File: config.mk
export PLATFORM = sky130hd
export DESIGN_NAME = issue_sb
export DESIGN_NICKNAME = d
export VERILOG_FILES = /design/src/rtl/issue_sb.sv
export SDC_FILE = /design/constraint.sdc
export NUM_CORES = 2
export LEC_CHECK = 0
export BUFFER_PORTS_ARGS = -buffer_cell sky130_fd_sc_hd__buf_2
export CORE_ASPECT_RATIO = 0.8
export CORE_MARGIN = 2
export CORE_UTILIZATION = 40
export DETAILED_ROUTE_END_ITERATION = 10
export HOLD_SLACK_MARGIN = 0.12
export PLACE_DENSITY = 0.63
export SETUP_SLACK_MARGIN = 0.5
export SLEW_MARGIN = 25
export SYNTH_ARGS = -nofsm -noshare
export SYNTH_HDL_FRONTEND = slang
export SYNTH_SLANG_ARGS = --single-unit
File: constraint.sdc
create_clock -name clock_i -period 3.1 [get_ports clock_i]
set_input_delay 0.155 -clock clock_i [delete_from_list [all_inputs] [get_ports clock_i]]
set_output_delay 0.155 -clock clock_i [all_outputs]
set_load 0.02 [all_outputs]
File: src/rtl/issue_sb.sv
// N-lane in-order issue stage: register file with write-through bypass, per-register scoreboard,
// intra-bundle hazard checks with partial-bundle issue, and a registered output toward execute.
module issue_sb #(
  parameter int unsigned LANES = 2,
  parameter int unsigned XLEN  = 32,
  parameter int unsigned NREGS = 32
) (
  input  logic                            clock_i,
  input  logic                            reset_n_i,
  input  logic                            flush_i,
  input  logic                            in_valid_i,
  output logic                            in_ready_o,
  input  logic [LANES*32-1:0]             in_inst_i,
  input  logic [LANES-1:0]                in_lane_valid_i,
  input  logic [LANES-1:0]                in_rd_we_i,
  input  logic [LANES*$clog2(NREGS)-1:0]  wb_addr_i,
  input  logic [LANES*XLEN-1:0]           wb_data_i,
  input  logic [LANES-1:0]                wb_write_i,
  output logic                            out_valid_o,
  input  logic                            out_ready_i,
  output logic [LANES-1:0]                out_lane_valid_o,
  output logic [LANES*32-1:0]             out_inst_o,
  output logic [LANES*XLEN-1:0]           out_rs1_data_o,
  output logic [LANES*XLEN-1:0]           out_rs2_data_o,
  output logic [NREGS-1:0]                busy_o
);
  localparam int unsigned AW = $clog2(NREGS);

  logic [XLEN-1:0]       rf_q [NREGS];
  logic [NREGS-1:0]      busy_q, busy_d, busy_free, busy_set, wb_clr;
  logic [LANES-1:0]      pending_q, pending_d, eff_pending, issued;
  logic                  out_valid_q, out_free;
  logic [LANES-1:0]      out_lane_valid_q;
  logic [LANES*32-1:0]   out_inst_q;
  logic [LANES*XLEN-1:0] out_rs1_q, out_rs2_q, rs1_flat, rs2_flat;
  logic [AW-1:0]         rs1 [LANES];
  logic [AW-1:0]         rs2 [LANES];
  logic [AW-1:0]         rd  [LANES];

  assign out_free    = !out_valid_q || out_ready_i;
  assign eff_pending = (pending_q != '0) ? pending_q : in_lane_valid_i;

  // Register read with bypass; ascending port order lets the highest lane win.
  always_comb begin : read_ports
    wb_clr   = '0;
    rs1_flat = '0;
    rs2_flat = '0;
    for (int w = 0; w < LANES; w++) begin
      if (wb_write_i[w] && wb_addr_i[w*AW +: AW] != '0) wb_clr[wb_addr_i[w*AW +: AW]] = 1'b1;
    end
    for (int k = 0; k < LANES; k++) begin
      rs1[k] = in_inst_i[32*k+15 +: AW];
      rs2[k] = in_inst_i[32*k+20 +: AW];
      rd[k]  = in_inst_i[32*k+7 +: AW];
      rs1_flat[k*XLEN +: XLEN] = rf_q[rs1[k]];
      rs2_flat[k*XLEN +: XLEN] = rf_q[rs2[k]];
      for (int w = 0; w < LANES; w++) begin
        if (wb_write_i[w] && wb_addr_i[w*AW +: AW] != '0) begin
          if (wb_addr_i[w*AW +: AW] == rs1[k]) rs1_flat[k*XLEN +: XLEN] = wb_data_i[w*XLEN +: XLEN];
          if (wb_addr_i[w*AW +: AW] == rs2[k]) rs2_flat[k*XLEN +: XLEN] = wb_data_i[w*XLEN +: XLEN];
        end
      end
    end
  end

  assign busy_free = busy_q & ~wb_clr;

  always_comb begin : issue_logic
    logic ok_prev;
    logic hazard;
    issued   = '0;
    busy_set = '0;
    ok_prev  = in_valid_i && out_free && !flush_i;
    for (int k = 0; k < LANES; k++) begin
      hazard = busy_free[rs1[k]] || busy_free[rs2[k]] || (in_rd_we_i[k] && busy_free[rd[k]]);
      for (int j = 0; j < k; j++) begin
        if (eff_pending[j] && in_rd_we_i[j] && rd[j] != '0 &&
            (rd[j] == rs1[k] || rd[j] == rs2[k] || (in_rd_we_i[k] && rd[j] == rd[k]))) begin
          hazard = 1'b1;
        end
      end
      issued[k] = eff_pending[k] && ok_prev && !hazard;
      if (eff_pending[k] && !issued[k]) ok_prev = 1'b0;
      if (issued[k] && in_rd_we_i[k] && rd[k] != '0) busy_set[rd[k]] = 1'b1;
    end
  end

  assign in_ready_o = in_valid_i && ((eff_pending & ~issued) == '0);

  always_comb begin : next_state
    busy_d    = flush_i ? '0 : ((busy_q & ~wb_clr) | busy_set);
    busy_d[0] = 1'b0;
    pending_d = pending_q;
    if (flush_i)         pending_d = '0;
    else if (in_valid_i) pending_d = in_ready_o ? '0 : (eff_pending & ~issued);
  end

  always_ff @(posedge clock_i or negedge reset_n_i) begin
    if (!reset_n_i) begin
      busy_q           <= '0;
      pending_q        <= '0;
      out_valid_q      <= 1'b0;
      out_lane_valid_q <= '0;
      out_inst_q       <= '0;
      out_rs1_q        <= '0;
      out_rs2_q        <= '0;
    end else begin
      busy_q    <= busy_d;
      pending_q <= pending_d;
      if (flush_i) begin
        out_valid_q      <= 1'b0;
        out_lane_valid_q <= '0;
      end else if (out_free) begin
        out_valid_q      <= |issued;
        out_lane_valid_q <= issued;
        out_inst_q       <= in_inst_i;
        out_rs1_q        <= rs1_flat;
        out_rs2_q        <= rs2_flat;
      end
    end
  end

  // Writebacks land even during flush; x0 is never written so it always reads zero.
  always_ff @(posedge clock_i or negedge reset_n_i) begin
    if (!reset_n_i) begin
      for (int r = 0; r < NREGS; r++) rf_q[r] <= '0;
    end else begin
      for (int w = 0; w < LANES; w++) begin
        if (wb_write_i[w] && wb_addr_i[w*AW +: AW] != '0) begin
          rf_q[wb_addr_i[w*AW +: AW]] <= wb_data_i[w*XLEN +: XLEN];
        end
      end
    end
  end

  assign out_valid_o      = out_valid_q;
  assign out_lane_valid_o = out_lane_valid_q;
  assign out_inst_o       = out_inst_q;
  assign out_rs1_data_o   = out_rs1_q;
  assign out_rs2_data_o   = out_rs2_q;
  assign busy_o           = busy_q;

endmodule

==> results.txt <==
The run finished, with violations left. The final reports fail on negative setup slack. The initial core utilization is 40.3%.

The post-detailed-route via-to-cell ratio is roughly 6.8. After detailed routing, the average wire length per cell comes to about 35 um. The cell family contributing the most delay on the critical path is buffers and inverters. The core box area came out at ~230000 um2. The storage element area is 31300 um2. The standard-cell row count came out at approximately 160. The most frequently used cell type in the post-synthesis netlist is mux4_2.

By count the netlist is led by mux4_2, dfrtp_1, mux2i_1. The number of endpoints failing setup at the final stage came out at 34. The post-detailed-routing wire length is between 400000 and 500000 um.

The transition time at the pin with the least slew margin is around 1.1 ns. The worst pin sits at a relative slew slack of 23.7%. The placed cell count is around 11k. The most numerous cell type found on the critical path is buf_6. The net count of the mapped netlist came out at just over 8k. Synthesis instantiated 82 different standard cells from the library. The filler cell count came out at between 20k and 25k.

The number of buffers added on ports is 375. The peak ir drop on the vdd network is just under 0.4 mV. The total routing resource utilization after global routing is 34.4%. The category of the worst setup path launch point is a flop.

The minimum setup slack among reg-to-reg paths came out at -0.32 ns. The count of TritonRoute iterations in the first routing pass is 6. The clock edge transition at the registers on the reported setup and hold paths is about 0.060 ns.

Buffers inserted during clock tree synthesis total 148. The count of final hold-check violations is 0. The final max-slew violation count is 0. The net total in the final layout is 8613.

The leading register cell type out of synthesis is dfrtp_1. The CTS H-tree depth came out at 4. Summing all multi-input logic gate instances after layout gives just under 60000 um2.

The pin count of the biggest net entering global routing came out at approximately 160. The global-route wire length before repair is between 500000 and 600000 um. The signal arrival time at the worst endpoint came out at around 4 ns. The total grt overflow came out at 0. The final cell utilization of the core came out at between 40% and 50%.

The instance count along the most critical hold path is 3. The number of antenna violations at the first check in global routing is 17. The final estimated routing congestion in global placement is 0.965.

The area of the mapped netlist is around 92000 um2. The DRC violation count after routing is 0. The beginning of the worst register-to-register path is busy_o[24].

The tightest min-delay check is of the in2reg type. The number of global-route vias before repair was between 70k and 80k. The buffer levels on the longest clock path came out at 4. The final worst setup slack came out at -0.322 ns.

The synthesized design contains roughly 1.3k register bits. Once detailed placement completed, the half-perimeter wirelength came to between 200000 and 300000 um. Leaving out filler cells and counting taps, the final layout contains around 12k. The area enclosed by the die boundary is about 230000 um2. The worst slack at placement came out at -0.391 ns.

The sequential element share of the synthesized area came out at 33.9%. In this run the worst path has a maximum fanout of 5. For hold timing, the worst endpoint is out_inst_o[20]. The worst setup path is captured at a flop. The clock tree from TritonCTS is yes. The clock latency on the worst-skew pair came out at 0.84 ns. The clock period minus worst slack came out at about 3.4 ns. The async set or reset register ratio after synthesis came out at 100%.

Static timing analysis puts the maximum clock frequency at between 200 and 300 MHz. The final critical path takes up 110% of the cycle. The final route contains roughly 79k vias. The path depth of the worst reg2reg path is 19. Of all cell types, the one taking the most synthesized area is dfrtp_1. The detailed router's first-iteration violation count is between 10k and 15k. Setup repair after global routing could not meet its margin everywhere. In this design, the stage delay of the slowest critical-path cell is ~0.45 ns. The final instance area is around 110000 um2.

In the post-synthesis netlist, the biggest area contributors are dfrtp_1, mux4_2, mux2i_1. The buffer type at the clock tree root is clkbuf_16. The buffering stage count on the worst path with inverters included is 11. For this design the static power due to leakage is roughly 46 nW. Counting every sink on the clock net gives between 1k and 1.5k. The slowest stage of the critical path is the mux4_2 cell. The tool flagged a number of max-cap violations equal to 0. The post-route antenna net violation count came out at 0. The horizontal die dimension is approximately 540 um.

The required time reported for the critical path endpoint is around 3.8 ns. The worst setup path category is reg2reg. The clock skew after layout came out at 0.0593 ns.

The signal on the critical path passes through o221ai_4, buf_6, mux4_2, nand3b_1, nand3_2, a211o_1, and4b_2, buf_6, buf_6, buf_6, buf_6, buf_6, buf_6, buf_6, buf_6, o21ai_4, buf_12, buf_8, o31ai_4. The gate count of the mapped netlist came out at around 8.1k. The layout-stage area growth over the synthesis result is 19.3%. The I/O pin total came out at ~380.

The placement-stage cell area came out at 102000 um2. In this run the most critical hold path is launched from in_inst_i[20]. The number of synthesis warnings came out at 0. The number of flops mapped to enable cells by yosys is 0.

The endpoint of the worst register-to-register path is busy_o[26]. A synthesized cell averages around 11 um2. The area share of the largest cell type after synthesis is about a third. The fraction of layout instances using a drive strength above 1 came out at approximately 33%. The power density over the cells came out at 597 nW/um2. The floorplan step set the die height to 434 um.
-- report_power, final --
group	leakage, nW	total, W	internal [W]	switching (W)
clock	2.42	0.0184	0.0107	0.00773
combinational	28.7	0.0221	0.0124	0.00973
sequential	15.3	0.0252	0.0203	0.00482
-- cells in the final DEF (no fill, tap or decap), drive strengths merged, types with 7 or more instances in the layout --
cell	Yosys	routed
o2111ai	9	9
o21ai	531	531
mux2	67	67
clkbuf	794	203
nor2	814	814
o221ai	18	18
and3	7	7
nor3	18	18
a21oi	761	761
nand2	598	598
inv	20	22
xor2	28	28
buf	269	1108
dfrtp	1252	1252
o211ai	15	15
or2	10	10
xnor2	27	27
nand3	26	26
mux2i	1130	1130
o22ai	23	23
diode	0	7
a31oi	30	30
a41oi	11	11
a211oi	135	135
nand4b	9	9
nor4	13	13
dlygate4sd3	0	210
nand4	10	10
nor2b	11	11
mux4	1285	1285
bufinv	0	14
o31ai	19	19
nand2b	11	11
clkinv	1	35
-- layout make-up --
| cell class | count | area share, % |
|---|---|---|
| tap | 3021 | 3.43 |
| multi-input combinational | 5721 | 52.7 |
| timing repair buffer | 1320 | 10.9 |
| clock buffer | 201 | 3.82 |
| antenna | 7 | 0.0159 |
| clock inverter | 55 | 0.638 |
| sequential | 1252 | 28.5 |
| inverter | 21 | 0.0716 |
-- metrics by stage --
stage	hold WS, ns	power [W]	TNS, ns
3_5_place_dp	0.0963	0.0465	-10.08
3_3_place_gp	0.0933	0.0455	-9.27
6_report	0.131	0.0657	-8.22
2_1_floorplan	-0.141	0.0390	0
5_1_grt	0.142	0.0682	-10.71
4_1_cts	0.124	0.0652	-6.98
-- tightest hold or removal path: cells and delay by family --
family | cells | cell delay (ns)
multiplexers | 1 | 0.26
buffers and inverters | 2 | 0.48
-- routing by layer --
| layer | track usage, % | vias to the layer above | share of wire [%] |
|---|---|---|---|
| met4 | 17.7 | 14 | 6.3 |
| met5 | 0.186 | - | 0.033 |
| li1 | - | 31500 | - |
| met1 | 44.7 | 39800 | 37 |
| met3 | 14.4 | 1423 | 15 |
| met2 | 49.0 | 6547 | 42 |
-- flip-flops by register name, indices dropped and copies added (netlist names) --
name	cells
busy_o	31
out_lane_valid_o	2
pending_q	2
out_rs1_data_o	64
out_inst_o	64
out_valid_o	1
out_rs2_data_o	64
rf_q	1024
-- worst max-delay path by stage --
stage	endpoint	from	cells past startpoint	slack (ns)
2_1_floorplan	busy_o[28]	wb_addr_i[8]	13	0.35
3_3_place_gp	out_valid_o	wb_addr_i[7]	13	-0.40
3_5_place_dp	out_valid_o	wb_addr_i[7]	13	-0.39
4_1_cts	in_ready_o	busy_o[26]	11	-0.33
5_1_grt	busy_o[26]	busy_o[24]	19	-0.40
6_report	busy_o[26]	busy_o[24]	19	-0.32
-- kinds of logic after synthesis --
| family | Yosys count | share of synthesized area (%) |
|---|---|---|
| xor+xnor | 55 | 0.522 |
| simple gates | 1572 | 6.92 |
| other cells | 1 | 0.00406 |
| buf+inv | 1084 | 4.47 |
| mux | 2482 | 44.4 |
| compound gates | 1611 | 9.71 |
| flops | 1252 | 33.9 |
-- timing repair --
| action | in CTS | in global routing |
|---|---|---|
| buffers inserted | 30 | 11 |
| cloned | 1 | 1 |
| gates resized for setup | 65 | 82 |
| endpoints found under the hold margin | 2445 | 0 |
| hold buffers | 211 | 0 |
| endpoints found under the setup margin | 36 | 37 |
| pin swaps | 19 | 17 |
Power figures use the tool's default switching activity.
